===== src/rtl/sigmoid_arbiter_if.sv =====
// Handshake bundle between N neuron requesters, the arbiter and the shared sigmoid unit.
// The arbiter takes the slave modport; requesters and the unit together form the master side.
interface sigmoid_arbiter_if #(
    parameter int N = 4
);
    logic [N-1:0]    req_arg_stb;
    logic [16*N-1:0] req_arg_dat;
    logic [N-1:0]    req_arg_rdy;
    logic [N-1:0]    req_res_stb;
    logic [7:0]      req_res_dat;
    logic [N-1:0]    req_res_rdy;
    logic [N-1:0]    req_err_stb;
    logic [16*N-1:0] req_err_dat;
    logic [N-1:0]    req_err_rdy;
    logic [N-1:0]    req_fbk_stb;
    logic [15:0]     req_fbk_dat;
    logic [N-1:0]    req_fbk_rdy;

    logic            sig_en;
    logic            sig_arg_stb;
    logic [15:0]     sig_arg_dat;
    logic            sig_arg_rdy;
    logic            sig_res_stb;
    logic [7:0]      sig_res_dat;
    logic            sig_res_rdy;
    logic            sig_err_stb;
    logic [15:0]     sig_err_dat;
    logic            sig_err_rdy;
    logic            sig_fbk_stb;
    logic [15:0]     sig_fbk_dat;
    logic            sig_fbk_rdy;

    modport slave (
        input  req_arg_stb, req_arg_dat, req_res_rdy, req_err_stb, req_err_dat, req_fbk_rdy,
        input  sig_arg_rdy, sig_res_stb, sig_res_dat, sig_err_rdy, sig_fbk_stb, sig_fbk_dat,
        output req_arg_rdy, req_res_stb, req_res_dat, req_err_rdy, req_fbk_stb, req_fbk_dat,
        output sig_en, sig_arg_stb, sig_arg_dat, sig_res_rdy, sig_err_stb, sig_err_dat, sig_fbk_rdy
    );

    modport master (
        output req_arg_stb, req_arg_dat, req_res_rdy, req_err_stb, req_err_dat, req_fbk_rdy,
        output sig_arg_rdy, sig_res_stb, sig_res_dat, sig_err_rdy, sig_fbk_stb, sig_fbk_dat,
        input  req_arg_rdy, req_res_stb, req_res_dat, req_err_rdy, req_fbk_stb, req_fbk_dat,
        input  sig_en, sig_arg_stb, sig_arg_dat, sig_res_rdy, sig_err_stb, sig_err_dat, sig_fbk_rdy
    );
endinterface


===== src/rtl/sigmoid_arbiter.sv =====
// Round-robin arbiter sharing one sigmoid activation/derivative unit between N requesters.
// The grant is held for a whole transaction: ARG, RES and, in training mode, ERR and FBK.
//
// state | meaning
// IDLE  | no owner; pick the next requester in rotation, latch training mode
// ARG   | argument channel routed between owner and unit
// RES   | result channel routed from unit to owner
// ERR   | error channel routed from owner to unit (training only)
// FBK   | feedback channel routed from unit to owner (training only)
module sigmoid_arbiter #(
    parameter int N = 4
) (
    input  logic                clk,
    input  logic                rst,
    input  logic                en_i,
    sigmoid_arbiter_if.slave    bus,
    output logic [N-1:0]        gnt_o,
    output logic                busy_o
);
    localparam int IW = (N > 1) ? $clog2(N) : 1;

    typedef enum logic [2:0] {
        S_IDLE = 3'd0,
        S_ARG  = 3'd1,
        S_RES  = 3'd2,
        S_ERR  = 3'd3,
        S_FBK  = 3'd4
    } state_t;

    state_t          state_q, state_d;
    logic [N-1:0]    gnt_q, gnt_d;
    logic [IW-1:0]   last_q, last_d;
    logic            mode_q, mode_d;

    logic            any_req;
    logic [IW-1:0]   win;
    logic [IW-1:0]   cand;
    logic [IW-1:0]   sel;

    logic [N-1:0]    arg_rdy, res_stb, err_rdy, fbk_stb;
    logic            arg_stb, res_rdy, err_stb, fbk_rdy;
    logic [15:0]     arg_dat, err_dat;

    // Scan from the farthest candidate down so the nearest one after last_q wins.
    always_comb begin
        any_req = 1'b0;
        win     = last_q;
        cand    = last_q;
        for (int k = N; k >= 1; k--) begin
            cand = IW'((int'(last_q) + k) % N);
            if (bus.req_arg_stb[cand]) begin
                any_req = 1'b1;
                win     = cand;
            end
        end
    end

    // last_q always holds the current owner once granted.
    assign sel = last_q;

    always_comb begin
        state_d = state_q;
        gnt_d   = gnt_q;
        last_d  = last_q;
        mode_d  = mode_q;
        arg_rdy = '0;
        res_stb = '0;
        err_rdy = '0;
        fbk_stb = '0;
        arg_stb = 1'b0;
        res_rdy = 1'b0;
        err_stb = 1'b0;
        fbk_rdy = 1'b0;
        arg_dat = '0;
        err_dat = '0;
        case (state_q)
            S_IDLE: begin
                if (any_req) begin
                    state_d    = S_ARG;
                    last_d     = win;
                    gnt_d      = '0;
                    gnt_d[win] = 1'b1;
                    mode_d     = en_i;
                end
            end
            S_ARG: begin
                arg_stb      = bus.req_arg_stb[sel];
                arg_dat      = bus.req_arg_dat[{sel, 4'b0000} +: 16];
                arg_rdy[sel] = bus.sig_arg_rdy;
                if (arg_stb && bus.sig_arg_rdy) state_d = S_RES;
            end
            S_RES: begin
                res_stb[sel] = bus.sig_res_stb;
                res_rdy      = bus.req_res_rdy[sel];
                if (bus.sig_res_stb && res_rdy) begin
                    if (mode_q) begin
                        state_d = S_ERR;
                    end else begin
                        state_d = S_IDLE;
                        gnt_d   = '0;
                    end
                end
            end
            S_ERR: begin
                err_stb      = bus.req_err_stb[sel];
                err_dat      = bus.req_err_dat[{sel, 4'b0000} +: 16];
                err_rdy[sel] = bus.sig_err_rdy;
                if (err_stb && bus.sig_err_rdy) state_d = S_FBK;
            end
            S_FBK: begin
                fbk_stb[sel] = bus.sig_fbk_stb;
                fbk_rdy      = bus.req_fbk_rdy[sel];
                if (bus.sig_fbk_stb && fbk_rdy) begin
                    state_d = S_IDLE;
                    gnt_d   = '0;
                end
            end
            default: begin
                state_d = state_t'('x);
                gnt_d   = 'x;
                last_d  = 'x;
                mode_d  = 1'bx;
            end
        endcase
    end

    always_ff @(posedge clk) begin
        if (rst) begin
            state_q <= S_IDLE;
            gnt_q   <= '0;
            last_q  <= IW'(N - 1);
            mode_q  <= 1'b0;
        end else begin
            state_q <= state_d;
            gnt_q   <= gnt_d;
            last_q  <= last_d;
            mode_q  <= mode_d;
        end
    end

    state_legal_a: assert property (@(posedge clk) disable iff (rst)
        state_q inside {S_IDLE, S_ARG, S_RES, S_ERR, S_FBK})
        else $fatal(1, "sigmoid_arbiter: illegal state encoding %0d", state_q);

    assign bus.req_arg_rdy = arg_rdy;
    assign bus.req_res_stb = res_stb;
    assign bus.req_err_rdy = err_rdy;
    assign bus.req_fbk_stb = fbk_stb;
    assign bus.req_res_dat = bus.sig_res_dat;
    assign bus.req_fbk_dat = bus.sig_fbk_dat;
    assign bus.sig_en      = mode_q;
    assign bus.sig_arg_stb = arg_stb;
    assign bus.sig_arg_dat = arg_dat;
    assign bus.sig_res_rdy = res_rdy;
    assign bus.sig_err_stb = err_stb;
    assign bus.sig_err_dat = err_dat;
    assign bus.sig_fbk_rdy = fbk_rdy;

    assign gnt_o  = gnt_q;
    assign busy_o = (state_q != S_IDLE);
endmodule


===== src/flat_wrapper.sv =====
// flat-port wrapper written by rule: the top's interface ports become plain ports
module sigmoid_arbiter_flat 
#(
    parameter int N = 4
)
  (clk, rst, en_i, gnt_o, busy_o, bus_req_arg_stb, bus_req_arg_dat, bus_req_res_rdy, bus_req_err_stb, bus_req_err_dat, bus_req_fbk_rdy, bus_sig_arg_rdy, bus_sig_res_stb, bus_sig_res_dat, bus_sig_err_rdy, bus_sig_fbk_stb, bus_sig_fbk_dat, bus_req_arg_rdy, bus_req_res_stb, bus_req_res_dat, bus_req_err_rdy, bus_req_fbk_stb, bus_req_fbk_dat, bus_sig_en, bus_sig_arg_stb, bus_sig_arg_dat, bus_sig_res_rdy, bus_sig_err_stb, bus_sig_err_dat, bus_sig_fbk_rdy);
  sigmoid_arbiter_if #(.N(N)) bus_i ();
  input  logic clk;
  input  logic rst;
  input  logic en_i;
  output logic [N-1:0] gnt_o;
  output logic busy_o;
  input wire logic [$bits(bus_i.req_arg_stb)-1:0] bus_req_arg_stb;
  input wire logic [$bits(bus_i.req_arg_dat)-1:0] bus_req_arg_dat;
  input wire logic [$bits(bus_i.req_res_rdy)-1:0] bus_req_res_rdy;
  input wire logic [$bits(bus_i.req_err_stb)-1:0] bus_req_err_stb;
  input wire logic [$bits(bus_i.req_err_dat)-1:0] bus_req_err_dat;
  input wire logic [$bits(bus_i.req_fbk_rdy)-1:0] bus_req_fbk_rdy;
  input wire logic [$bits(bus_i.sig_arg_rdy)-1:0] bus_sig_arg_rdy;
  input wire logic [$bits(bus_i.sig_res_stb)-1:0] bus_sig_res_stb;
  input wire logic [$bits(bus_i.sig_res_dat)-1:0] bus_sig_res_dat;
  input wire logic [$bits(bus_i.sig_err_rdy)-1:0] bus_sig_err_rdy;
  input wire logic [$bits(bus_i.sig_fbk_stb)-1:0] bus_sig_fbk_stb;
  input wire logic [$bits(bus_i.sig_fbk_dat)-1:0] bus_sig_fbk_dat;
  output wire logic [$bits(bus_i.req_arg_rdy)-1:0] bus_req_arg_rdy;
  output wire logic [$bits(bus_i.req_res_stb)-1:0] bus_req_res_stb;
  output wire logic [$bits(bus_i.req_res_dat)-1:0] bus_req_res_dat;
  output wire logic [$bits(bus_i.req_err_rdy)-1:0] bus_req_err_rdy;
  output wire logic [$bits(bus_i.req_fbk_stb)-1:0] bus_req_fbk_stb;
  output wire logic [$bits(bus_i.req_fbk_dat)-1:0] bus_req_fbk_dat;
  output wire logic [$bits(bus_i.sig_en)-1:0] bus_sig_en;
  output wire logic [$bits(bus_i.sig_arg_stb)-1:0] bus_sig_arg_stb;
  output wire logic [$bits(bus_i.sig_arg_dat)-1:0] bus_sig_arg_dat;
  output wire logic [$bits(bus_i.sig_res_rdy)-1:0] bus_sig_res_rdy;
  output wire logic [$bits(bus_i.sig_err_stb)-1:0] bus_sig_err_stb;
  output wire logic [$bits(bus_i.sig_err_dat)-1:0] bus_sig_err_dat;
  output wire logic [$bits(bus_i.sig_fbk_rdy)-1:0] bus_sig_fbk_rdy;
  assign bus_i.req_arg_stb = bus_req_arg_stb;
  assign bus_i.req_arg_dat = bus_req_arg_dat;
  assign bus_i.req_res_rdy = bus_req_res_rdy;
  assign bus_i.req_err_stb = bus_req_err_stb;
  assign bus_i.req_err_dat = bus_req_err_dat;
  assign bus_i.req_fbk_rdy = bus_req_fbk_rdy;
  assign bus_i.sig_arg_rdy = bus_sig_arg_rdy;
  assign bus_i.sig_res_stb = bus_sig_res_stb;
  assign bus_i.sig_res_dat = bus_sig_res_dat;
  assign bus_i.sig_err_rdy = bus_sig_err_rdy;
  assign bus_i.sig_fbk_stb = bus_sig_fbk_stb;
  assign bus_i.sig_fbk_dat = bus_sig_fbk_dat;
  assign bus_req_arg_rdy = bus_i.req_arg_rdy;
  assign bus_req_res_stb = bus_i.req_res_stb;
  assign bus_req_res_dat = bus_i.req_res_dat;
  assign bus_req_err_rdy = bus_i.req_err_rdy;
  assign bus_req_fbk_stb = bus_i.req_fbk_stb;
  assign bus_req_fbk_dat = bus_i.req_fbk_dat;
  assign bus_sig_en = bus_i.sig_en;
  assign bus_sig_arg_stb = bus_i.sig_arg_stb;
  assign bus_sig_arg_dat = bus_i.sig_arg_dat;
  assign bus_sig_res_rdy = bus_i.sig_res_rdy;
  assign bus_sig_err_stb = bus_i.sig_err_stb;
  assign bus_sig_err_dat = bus_i.sig_err_dat;
  assign bus_sig_fbk_rdy = bus_i.sig_fbk_rdy;
  sigmoid_arbiter #(.N(N)) u_core (.clk(clk), .rst(rst), .en_i(en_i), .bus(bus_i), .gnt_o(gnt_o), .busy_o(busy_o));
endmodule

===== config.mk =====
export PLATFORM = sky130hd
export DESIGN_NAME = sigmoid_arbiter_flat
export DESIGN_NICKNAME = d
export VERILOG_FILES = /design/src/rtl/sigmoid_arbiter_if.sv /design/src/rtl/sigmoid_arbiter.sv /design/src/flat_wrapper.sv
export SDC_FILE = /design/constraint.sdc
export NUM_CORES = 1
export LEC_CHECK = 0
export BUFFER_PORTS_ARGS = -buffer_cell sky130_fd_sc_hd__buf_2
export CORE_AREA = 2 2 99 101
export DETAILED_ROUTE_END_ITERATION = 12
export DIE_AREA = 0 0 101 103
export PLACE_DENSITY = 0.65
export SLEW_MARGIN = 40
export SYNTH_ARGS = -nofsm -noshare
export SYNTH_HDL_FRONTEND = slang
export SYNTH_SLANG_ARGS = --single-unit

===== constraint.sdc =====
create_clock -name clk -period 2.53 [get_ports clk]
set_input_delay 0.506 -clock clk [delete_from_list [all_inputs] [get_ports clk]]
set_output_delay 0.506 -clock clk [all_outputs]
set_load 0.005 [all_outputs]

==> results of run 1 <==
-- per-stage QoR --
stage	power (uW)	hold slack (ns)	instance area, um^2	cells	worst slack (ns)
floorplan	1350	0.4638	2157	230	0.2469
global route	2139	0.5210	3171	519	0.08622
global placement	1804	0.4750	3129	516	0.4083
detailed placement	1826	0.4744	3129	516	0.3578
finish	1984	0.4795	3171	519	0.1584
CTS	2008	0.4810	3171	519	0.1476
-- synth_stat cells (all sizes together), types with 2 or more instances --
master,n
and3,35
mux4,35
buf,34
and2,19
nand2,11
dfxtp,10
o21ai,10
a21oi,9
nor2,9
clkbuf,8
inv,6
ha,4
mux2i,4
o211ai,4
a211oi,2
a22oi,2
nor2b,2
nor3,2
o31a,2
o31ai,2
o32ai,2
or2,2
-- kinds of logic after synthesis --
| group | after synthesis | share of synthesized area |
|---|---|---|
| xor gates and xnor gates | 1 | 0.004061 |
| DFF | 10 | 0.09281 |
| muxes | 39 | 0.3840 |
| AOI/OAI and AO/OA | 42 | 0.1305 |
| buffers and inverters | 48 | 0.1363 |
| and+or+nand+nor | 86 | 0.2291 |
| adders and majority gates | 4 | 0.02320 |
-- power by group --
group | internal [uW] | switching, uW
Sequential | 205 | 45.6
Clock | 105 | 65.7
Combinational | 816 | 747
Total | 1130 | 859
-- worst max-delay path by stage --
stage                                  start                            to  depth (start not counted)
2_1_floorplan  u_core.last_q[0]$_SDFFE_PP1P_           bus_sig_arg_dat[10]                          5
3_3_place_gp   u_core.last_q[0]$_SDFFE_PP1P_  u_core.gnt_o[3]$_SDFFE_PP0P_                          6
3_5_place_dp   u_core.last_q[0]$_SDFFE_PP1P_  u_core.gnt_o[3]$_SDFFE_PP0P_                          6
4_1_cts        u_core.last_q[0]$_SDFFE_PP1P_           bus_sig_err_dat[12]                          4
5_1_grt        u_core.last_q[0]$_SDFFE_PP1P_            bus_sig_err_dat[4]                          4
6_report       u_core.last_q[0]$_SDFFE_PP1P_           bus_sig_err_dat[12]                          4
-- cell type report --
class	instances	area, um^2	share of cell area
multi-input cells	172	1663	0.5245
repair buffers	214	1099	0.3465
flip-flops and latches	10	202.7	0.06393
well taps	114	142.6	0.04499
clock buffers	3	41.29	0.01302
inverters	6	22.52	0.007103
-- tightest hold or removal path: stages (launching register included) --
cell	delay (ns)
dfxtp_1	0.30
o21ai_0	0.06
a21oi_1	0.06
-- routing by layer --
metal / global-route usage / wire length [um]
met4: 0.03326 / 144
met5: 0 / 0
met2: 0.3303 / 5186
met1: 0.1869 / 3532
met3: 0.05492 / 1057
-- flip-flops by register name (all words and copies together) (netlist names) --
signal and cells:
u_core.bus.sig_en 1, u_core.state_q 3, u_core.gnt_o 4, u_core.last_q 2
==> out/results.txt, run 1 <==
required time worst endpoint -> 2.02 ns
Syn Std Cell Area -> 0.002157 mm^2
peak per-stage delay on the critical path -> 0.58 ns
most common cell after layout, fill and taps aside -> buf_2
Hold Violations, Final -> 0
total via count after detailed routing -> 2665
worst reg2reg path startpoint -> u_core.last_q[0]$_SDFFE_PP1P_
layout net count -> 586
vertical extent of the die -> 103 um
TritonCTS clock tree -> yes
Synth Warn # -> 0
Hold/Removal Path Class -> reg -> reg
number of diodes -> 0
Max transition margin -> 0.6517
overall fraction of global-route tracks in use -> 0.1724
nets in the synthesized netlist -> 409
I/O pin count -> 257
highest clock frequency the design can meet -> 421.7 MHz
cells on worst reg2reg path -> 6
RSZ-0062 raised after global routing -> no
effective utilization at floorplan -> 0.2280
critical path capture point type -> output port
number of antenna violations at the first check in global routing -> 0
cell family with the largest share of critical-path delay -> multiplexers
power density relative to cell area -> 625.8 mW/mm^2
total count of max-transition violations in the final report -> 0
row count -> 36
fillcell total -> 997
arrival time of data at the critical path endpoint -> 1.87 ns
DRC violations left -> 0
most area-consuming cells after synthesis -> mux4_2 (37%), and3_1 (10%), dfxtp_1 (9.3%), buf_4 (9.0%), and2_1 (5.5%)
number of H-tree branching levels -> 1
final number of setup-violating endpoints -> 0
pin count of the biggest net entering global routing -> 49
LEAKAGE -> 0.001762 uW
number of enable-type register cells in the synthesized netlist -> 0
Synth async-reset ratio -> 0
horizontal die dimension -> 101 um
clk sinks -> 10
mean area per synthesized cell -> 9.379 um^2
flops & latches, synth -> 10
setup slack on the worst flop-to-flop path -> 0.34 ns
via count of the first global-routing pass -> 2632
run status -> completed
number of buffers inserted for hold repair after clock tree synthesis -> 0
final worst-path cycle share -> 0.9374
count of port buffers added during placement -> 208
hold path start -> u_core.gnt_o[0]$_SDFFE_PP0P_
total of cells resized after clock tree synthesis -> 0
total buffers and inverters traversed by the critical path -> 2
placeable core area -> 0.009459 mm^2
Root Buffer Master -> clkbuf_8
category of the most critical setup path -> reg -> out
maximum number of buffers from clock root to sink -> 2
critical path, cell by cell -> buf_4 -> mux4_2 -> and3_1 -> buf_2
Top FF cell, synth -> dfxtp_1
number of library cell types mapped by synthesis -> 41
post-CTS repair timing setup buffer count -> 0
synthesized netlist cell count -> 230
Max IR drop VDD -> 0.2948 mV
final core occ -> 0.3352
Worst-path clk slew -> 0.05 ns
first-pass GRT wire length -> 13860 um
clock period minus final worst setup slack -> 2.372 ns
Final TNS setup -> 0 ns
number of buffers added by the clock tree synthesis step -> 3
cell taking the most area after synthesis -> mux4_2
Worst Skew -> 0.002272 ns
antenna violation net count after detailed routing -> 0
proportion of synthesized chip area in sequential cells -> 0.09281
Iter 0 DRT Violations -> 156
transition time of the tightest slew-check pin -> 0.5177 ns
final weighted congestion in routability-driven placement -> 0.8821
die outline area -> 0.01040 mm^2
routed vias/inst -> 5.135
max-cap viol count -> 0
placed wire-length estimate after detailed placement -> 8407 um
clock network latency to the later pin of the worst-skew pair -> 0.24 ns
cell with the largest stage delay on the worst path -> mux4_2
crit path max fanout -> 28
kind of launch point of the worst setup path -> flop
hold path cells -> 2
count of TritonRoute iterations in the first routing pass -> 4
Worst R2R End -> u_core.gnt_o[2]$_SDFFE_PP0P_
share of layout cells above drive strength 1 -> 0.6370
area share of the largest cell type after synthesis -> 0.3654
commonest cells after routing, fill and taps aside -> buf_2 (208), mux4_2 (35), and3_1 (35), and2_1 (19), nand2_1 (11)
routed wire length -> 9921 um
synth-to-layout area growth -> 46.98%
Overflow after GRT -> 0
wire length per cell after detailed routing -> 19.12 um
Hold Crit Endpoint -> u_core.gnt_o[0]$_SDFFE_PP0P_
(Power assumes the default switching activity.)
==> inputs of run 2 (changes only) <==
--- a/config.mk
+++ b/config.mk
@@ -5,11 +5,11 @@
 export SDC_FILE = /design/constraint.sdc
 export NUM_CORES = 1
 export LEC_CHECK = 0
-export BUFFER_PORTS_ARGS = -buffer_cell sky130_fd_sc_hd__buf_2
 export CORE_AREA = 2 2 99 101
 export DETAILED_ROUTE_END_ITERATION = 12
 export DIE_AREA = 0 0 101 103
-export PLACE_DENSITY = 0.65
+export DONT_BUFFER_PORTS = 1
+export PLACE_DENSITY = 0.36
 export SLEW_MARGIN = 40
 export SYNTH_ARGS = -nofsm -noshare
 export SYNTH_HDL_FRONTEND = slang
==> run 2 against run 1 <==
Net effect: combinational power fell by 13%; routed wire length fell by 14%; hold slack lost 0.15 ns; first-iteration DRC count fell by 62%; clock skew grew 0.0038 ns; global-route usage is 2.5 points lower; fmax increased by 4.6%; design area down 32%; die area stayed put; worst setup slack better by 0.10 ns; sequential share of layout area grew 2.9 points; critical endpoint is now bus_sig_err_stb.
==> out/results.txt, run 2 (synthesis gave the netlist of run 1 again) <==
clock period minus final worst setup slack -> 2.267 ns
run status -> completed
RSZ-0062 raised after global routing -> no
number of buffers inserted for hold repair after clock tree synthesis -> 0
placed wire-length estimate after detailed placement -> 6956 um
Final TNS setup -> 0 ns
synth-to-layout area growth -> 0.6379%
critical path, cell by cell -> buf_12 -> mux4_2 -> and3_1
layout net count -> 380
clock network fraction of total power -> 0.115
sequential group share of total power -> 0.141
count of TritonRoute iterations in the first routing pass -> 4
routed wire length -> 8518 um
net switching share of the total power -> 0.4403
Total Power Consumption -> 1827 uW
cell-internal power -> 1022 uW
kind of launch point of the worst setup path -> flop
DRC violations left -> 0
Hold/Removal Path Class -> in -> reg
Worst Skew -> 0.006118 ns
Root Buffer Master -> clkbuf_8
arrival time of data at the critical path endpoint -> 1.76 ns
cells on worst reg2reg path -> 7
final number of setup-violating endpoints -> 0
maximum number of buffers from clock root to sink -> 2
hold path cells -> 1
first-pass GRT wire length -> 11570 um
max-cap viol count -> 0
count of port buffers added during placement -> 0
final worst-path cycle share -> 0.8960
Max transition margin -> 0.6028
clock network latency to the later pin of the worst-skew pair -> 0.24 ns
PnR worst setup slack -> 0.2632 ns
sequential cell area -> 202.7 um^2
required time worst endpoint -> 2.02 ns
flip-flop count of the largest register after layout -> 4
number of antenna violations at the first check in global routing -> 2
total count of max-transition violations in the final report -> 0
number of H-tree branching levels -> 1
final cell count without fillers -> 314
cell family with the largest share of critical-path delay -> multiplexers
routed vias/inst -> 5.892
LEAKAGE -> 0.0008852 uW
post-CTS repair timing setup buffer count -> 0
antenna violation net count after detailed routing -> 0
crit path max fanout -> 50
vertical extent of the die -> 103 um
cell with the largest stage delay on the worst path -> mux4_2
transition time of the tightest slew-check pin -> 0.5904 ns
row count -> 36
TritonCTS clock tree -> yes
peak per-stage delay on the critical path -> 0.60 ns
share of layout cells above drive strength 1 -> 0.2650
total buffers and inverters traversed by the critical path -> 1
Overflow after GRT -> 0
total via count after detailed routing -> 1850
category of the most critical setup path -> reg -> out
horizontal die dimension -> 101 um
number of buffers added by the clock tree synthesis step -> 3
combinational cell fraction of total power -> 0.743
number of diodes -> 0
number of stages on the worst setup path -> 3
effective utilization at floorplan -> 0.2280
wire length per cell after detailed routing -> 27.13 um
power density relative to cell area -> 841.4 mW/mm^2
pin count of the biggest net entering global routing -> 51
highest clock frequency the design can meet -> 441.1 MHz
via count of the first global-routing pass -> 1907
fillcell total -> 1058
Hold Violations, Final -> 0
overall fraction of global-route tracks in use -> 0.1478
commonest cells after routing, fill and taps aside -> mux4_2 (35), and3_1 (35), and2_1 (19), nand2_1 (11), o21ai_0 (10)
die outline area -> 0.01040 mm^2
number of placed instances, taps included -> 310
combined area of the multi-input logic cells -> 0.001663 mm^2
clk sinks -> 10
pre-CTS setup slack -> 0.3789 ns
post-route worst hold slack -> 0.3270 ns
P_sw -> 804.3 uW
total of cells resized after clock tree synthesis -> 0
final weighted congestion in routability-driven placement -> 0.9836
critical path capture point type -> output port
I/O pin count -> 257
placeable core area -> 0.009459 mm^2
Worst-path clk slew -> 0.06 ns
Max IR drop VDD -> 0.2601 mV
Iter 0 DRT Violations -> 60
==> run 2: changes by cell type in the layout (fill, tap and decap cells not counted) <==
cell	change
buf_4	+1
buf_2	-208
buf_12	+1
clkbuf_8	+1
==> run 2: path summary, 6_finish.rpt <==
check	start	endpoint	slack [ns]
min	rst	u_core.bus.sig_en$_SDFFE_PP0P_	0.33
max reg2reg	u_core.last_q[0]$_SDFFE_PP1P_	u_core.gnt_o[1]$_SDFFE_PP0P_	0.39
min reg2reg	u_core.gnt_o[0]$_SDFFE_PP0P_	u_core.gnt_o[0]$_SDFFE_PP0P_	0.49
max	u_core.last_q[0]$_SDFFE_PP1P_	bus_sig_err_stb	0.26
==> run 2: worst reg2reg max path, stage by stage (launching register included) <==
cell and delay [ns]:
dfxtp_2 0.35, inv_1 0.09, ha_1 0.41, a21oi_1 0.10, a2111oi_1 0.45, nor3_1 0.14, or4_1 0.41, a21oi_1 0.12
==> run 2: layer usage <==
metal / global-route usage / wire length (um) / part of all wire
met5: 0 / 31 / 0.0036
met4: 0.04470 / 146 / 0.017
met3: 0.03525 / 771 / 0.091
met2: 0.2559 / 4241 / 0.50
met1: 0.1826 / 3328 / 0.39
==> run 2: through the flow <==
| stage | util | instance area, um^2 |
|---|---|---|
| 2_1_floorplan | - | 2157 |
| 3_3_place_gp | 0.2237 | 2116 |
| 3_5_place_dp | 0.2237 | 2116 |
| 4_1_cts | 0.2295 | 2171 |
| 5_1_grt | 0.2295 | 2171 |
| 6_report | 0.2295 | 2171 |
==> run 2: final cells by class <==
| class | instances | area share |
|---|---|---|
| inverters | 6 | 0.01037 |
| well taps | 114 | 0.06571 |
| repair buffers | 8 | 0.03919 |
| clock buffers | 4 | 0.02536 |
| multi-input cells | 172 | 0.7660 |
| flip-flops and latches | 10 | 0.09337 |
==> run 2: power by group through the flow <==
stage / Sequential, uW / Clock [uW] / Combinational [uW]
2_1_floorplan: 234 / 0 / 1120
3_3_place_gp: 264 / 0 / 1380
3_5_place_dp: 262 / 0 / 1380
4_1_cts: 259 / 217 / 1390
5_1_grt: 266 / 228 / 1490
6_report: 258 / 211 / 1360
==> inputs of run 3 (changes only) <==
--- a/config.mk
+++ b/config.mk
@@ -9,7 +9,7 @@
 export DETAILED_ROUTE_END_ITERATION = 12
 export DIE_AREA = 0 0 101 103
 export DONT_BUFFER_PORTS = 1
-export PLACE_DENSITY = 0.36
+export PLACE_DENSITY = 0.43
 export SLEW_MARGIN = 40
 export SYNTH_ARGS = -nofsm -noshare
 export SYNTH_HDL_FRONTEND = slang
==> constraint.sdc (replaced) <==
create_clock -name clk -period 2.53 [get_ports clk]
set_input_delay 0.759 -clock clk [delete_from_list [all_inputs] [get_ports clk]]
set_output_delay 0.759 -clock clk [all_outputs]
set_load 0.005 [all_outputs]
==> run 3 against run 2 <==
Net effect: combinational power hardly changed; sequential cell count unchanged; die area unchanged; clock-buffer cell count is the same; first-iteration DRC count up 100%; fmax is 6.7% lower; final cell count is 1.3% higher.
==> out/results.txt, run 3 (synthesis gave the netlist of run 1 again) <==
Iter 0 DRT Violations -> 121
layout net count -> 384
cell family with the largest share of critical-path delay -> multiplexers
maximum number of buffers from clock root to sink -> 2
Worst Skew -> 0.001170 ns
transition time of the tightest slew-check pin -> 0.4943 ns
required time worst endpoint -> 1.77 ns
flip-flop count of the largest register after layout -> 4
final weighted congestion in routability-driven placement -> 0.8873
number of diodes -> 0
number of buffers inserted for hold repair after clock tree synthesis -> 0
LEAKAGE -> 0.0009062 uW
fillcell total -> 1031
critical path capture point type -> output port
routed wire length -> 8012 um
antenna violation net count after detailed routing -> 0
Hold/Removal Path Class -> reg -> reg
routed vias/inst -> 5.915
total buffers and inverters traversed by the critical path -> 1
synth-to-layout area growth -> 2.378%
number of placed instances, taps included -> 314
DRC violations left -> 0
number of antenna violations at the first check in global routing -> 1
final cell count without fillers -> 318
Total Power Consumption -> 1833 uW
Root Buffer Master -> clkbuf_8
first-pass GRT wire length -> 10650 um
final cell area excluding filler cells -> 0.002208 mm^2
setup slack on the worst flop-to-flop path -> 0.36 ns
final worst-path cycle share -> 0.9603
row count -> 36
via count of the first global-routing pass -> 1759
Final TNS setup -> 0 ns
pin count of the biggest net entering global routing -> 29
overall fraction of global-route tracks in use -> 0.1362
horizontal die dimension -> 101 um
count of TritonRoute iterations in the first routing pass -> 4
cell with the largest stage delay on the worst path -> mux4_2
clk sinks -> 10
count of port buffers added during placement -> 0
Overflow after GRT -> 0
Max IR drop VDD -> 0.4251 mV
total via count after detailed routing -> 1881
crit path max fanout -> 25
clock period minus final worst setup slack -> 2.430 ns
die outline area -> 0.01040 mm^2
TritonCTS clock tree -> yes
clock network latency to the later pin of the worst-skew pair -> 0.24 ns
total of cells resized after clock tree synthesis -> 1
I/O pin count -> 257
final number of setup-violating endpoints -> 0
placed standard-cell area -> 0.002146 mm^2
category of the most critical setup path -> reg -> out
max-cap viol count -> 0
Hold Violations, Final -> 0
peak per-stage delay on the critical path -> 0.55 ns
run status -> completed
commonest cells after routing, fill and taps aside -> mux4_2 (35), and3_1 (35), and2_1 (19), nand2_1 (11), o21ai_0 (10)
power density relative to cell area -> 830.2 mW/mm^2
wire length per cell after detailed routing -> 25.19 um
arrival time of data at the critical path endpoint -> 1.67 ns
total count of max-transition violations in the final report -> 0
effective utilization at floorplan -> 0.2280
Max transition margin -> 0.6700
RSZ-0062 raised after global routing -> no
number of buffers added by the clock tree synthesis step -> 3
critical path, cell by cell -> buf_6 -> mux4_2 -> and3_1
post-CTS repair timing setup buffer count -> 0
highest clock frequency the design can meet -> 411.6 MHz
placed wire-length estimate after detailed placement -> 6689 um
kind of launch point of the worst setup path -> flop
number of H-tree branching levels -> 1
Worst-path clk slew -> 0.05 ns
vertical extent of the die -> 103 um
share of layout cells above drive strength 1 -> 0.2794
post-route worst hold slack -> 0.4854 ns
placeable core area -> 0.009459 mm^2
[run 3: cell count changes in the layout (fill, tap and decap cells not counted), sizes merged]
cell / before / now
buf: 8 / 12
[run 3: where the power goes]
group          switching (uW)  total (uW)  internal, uW
registers                42.4         247           205
logic                     685        1380           698
clock network            66.3         203           137
total                     793        1830          1040
[run 3: cell type report]
class	instances	area, um^2	share of cell area
timing repair buffer	12	122.6	0.05552
tap	114	142.6	0.06459
multi-input combinational	172	1663	0.7530
sequential	10	202.7	0.09178
inverter	6	22.52	0.01020
clock buffer	4	55.05	0.02493
[run 3: through the flow]
stage          setup slack (ns)  utilization
2_1_floorplan           0.07785            -
3_3_place_gp             0.2761       0.2269
5_1_grt                 0.03260       0.2335
3_5_place_dp             0.2567       0.2269
6_report                 0.1005       0.2335
4_1_cts                 0.03801       0.2331
[run 3: path summary, 6_finish.rpt]
kind                                 start                            to  cells after the start
max          u_core.last_q[0]$_SDFFE_PP1P_            bus_sig_err_dat[4]                      3
min           u_core.gnt_o[0]$_SDFFE_PP0P_  u_core.gnt_o[0]$_SDFFE_PP0P_                      2
max reg2reg  u_core.last_q[0]$_SDFFE_PP1P_  u_core.gnt_o[1]$_SDFFE_PP0P_                      7
min reg2reg   u_core.gnt_o[0]$_SDFFE_PP0P_  u_core.gnt_o[0]$_SDFFE_PP0P_                      2
[run 3: worst reg2reg max path, stage by stage, from the launching register on]
cell       delay, ns
dfxtp_2         0.36
inv_1           0.10
ha_1            0.41
a21oi_1         0.10
a2111oi_1       0.45
nor3_1          0.14
or4_1           0.42
a21oi_1         0.13
[run 3: layer usage]
metal	vias to the layer above	share of wire	wire length (um)	global-route usage
met5	-	0.0021	17	0
met4	2	0	0	0.01143
met3	2	0.080	638	0.02712
met2	122	0.50	4037	0.2431
met1	931	0.41	3319	0.1777
li1	824	-	-	-
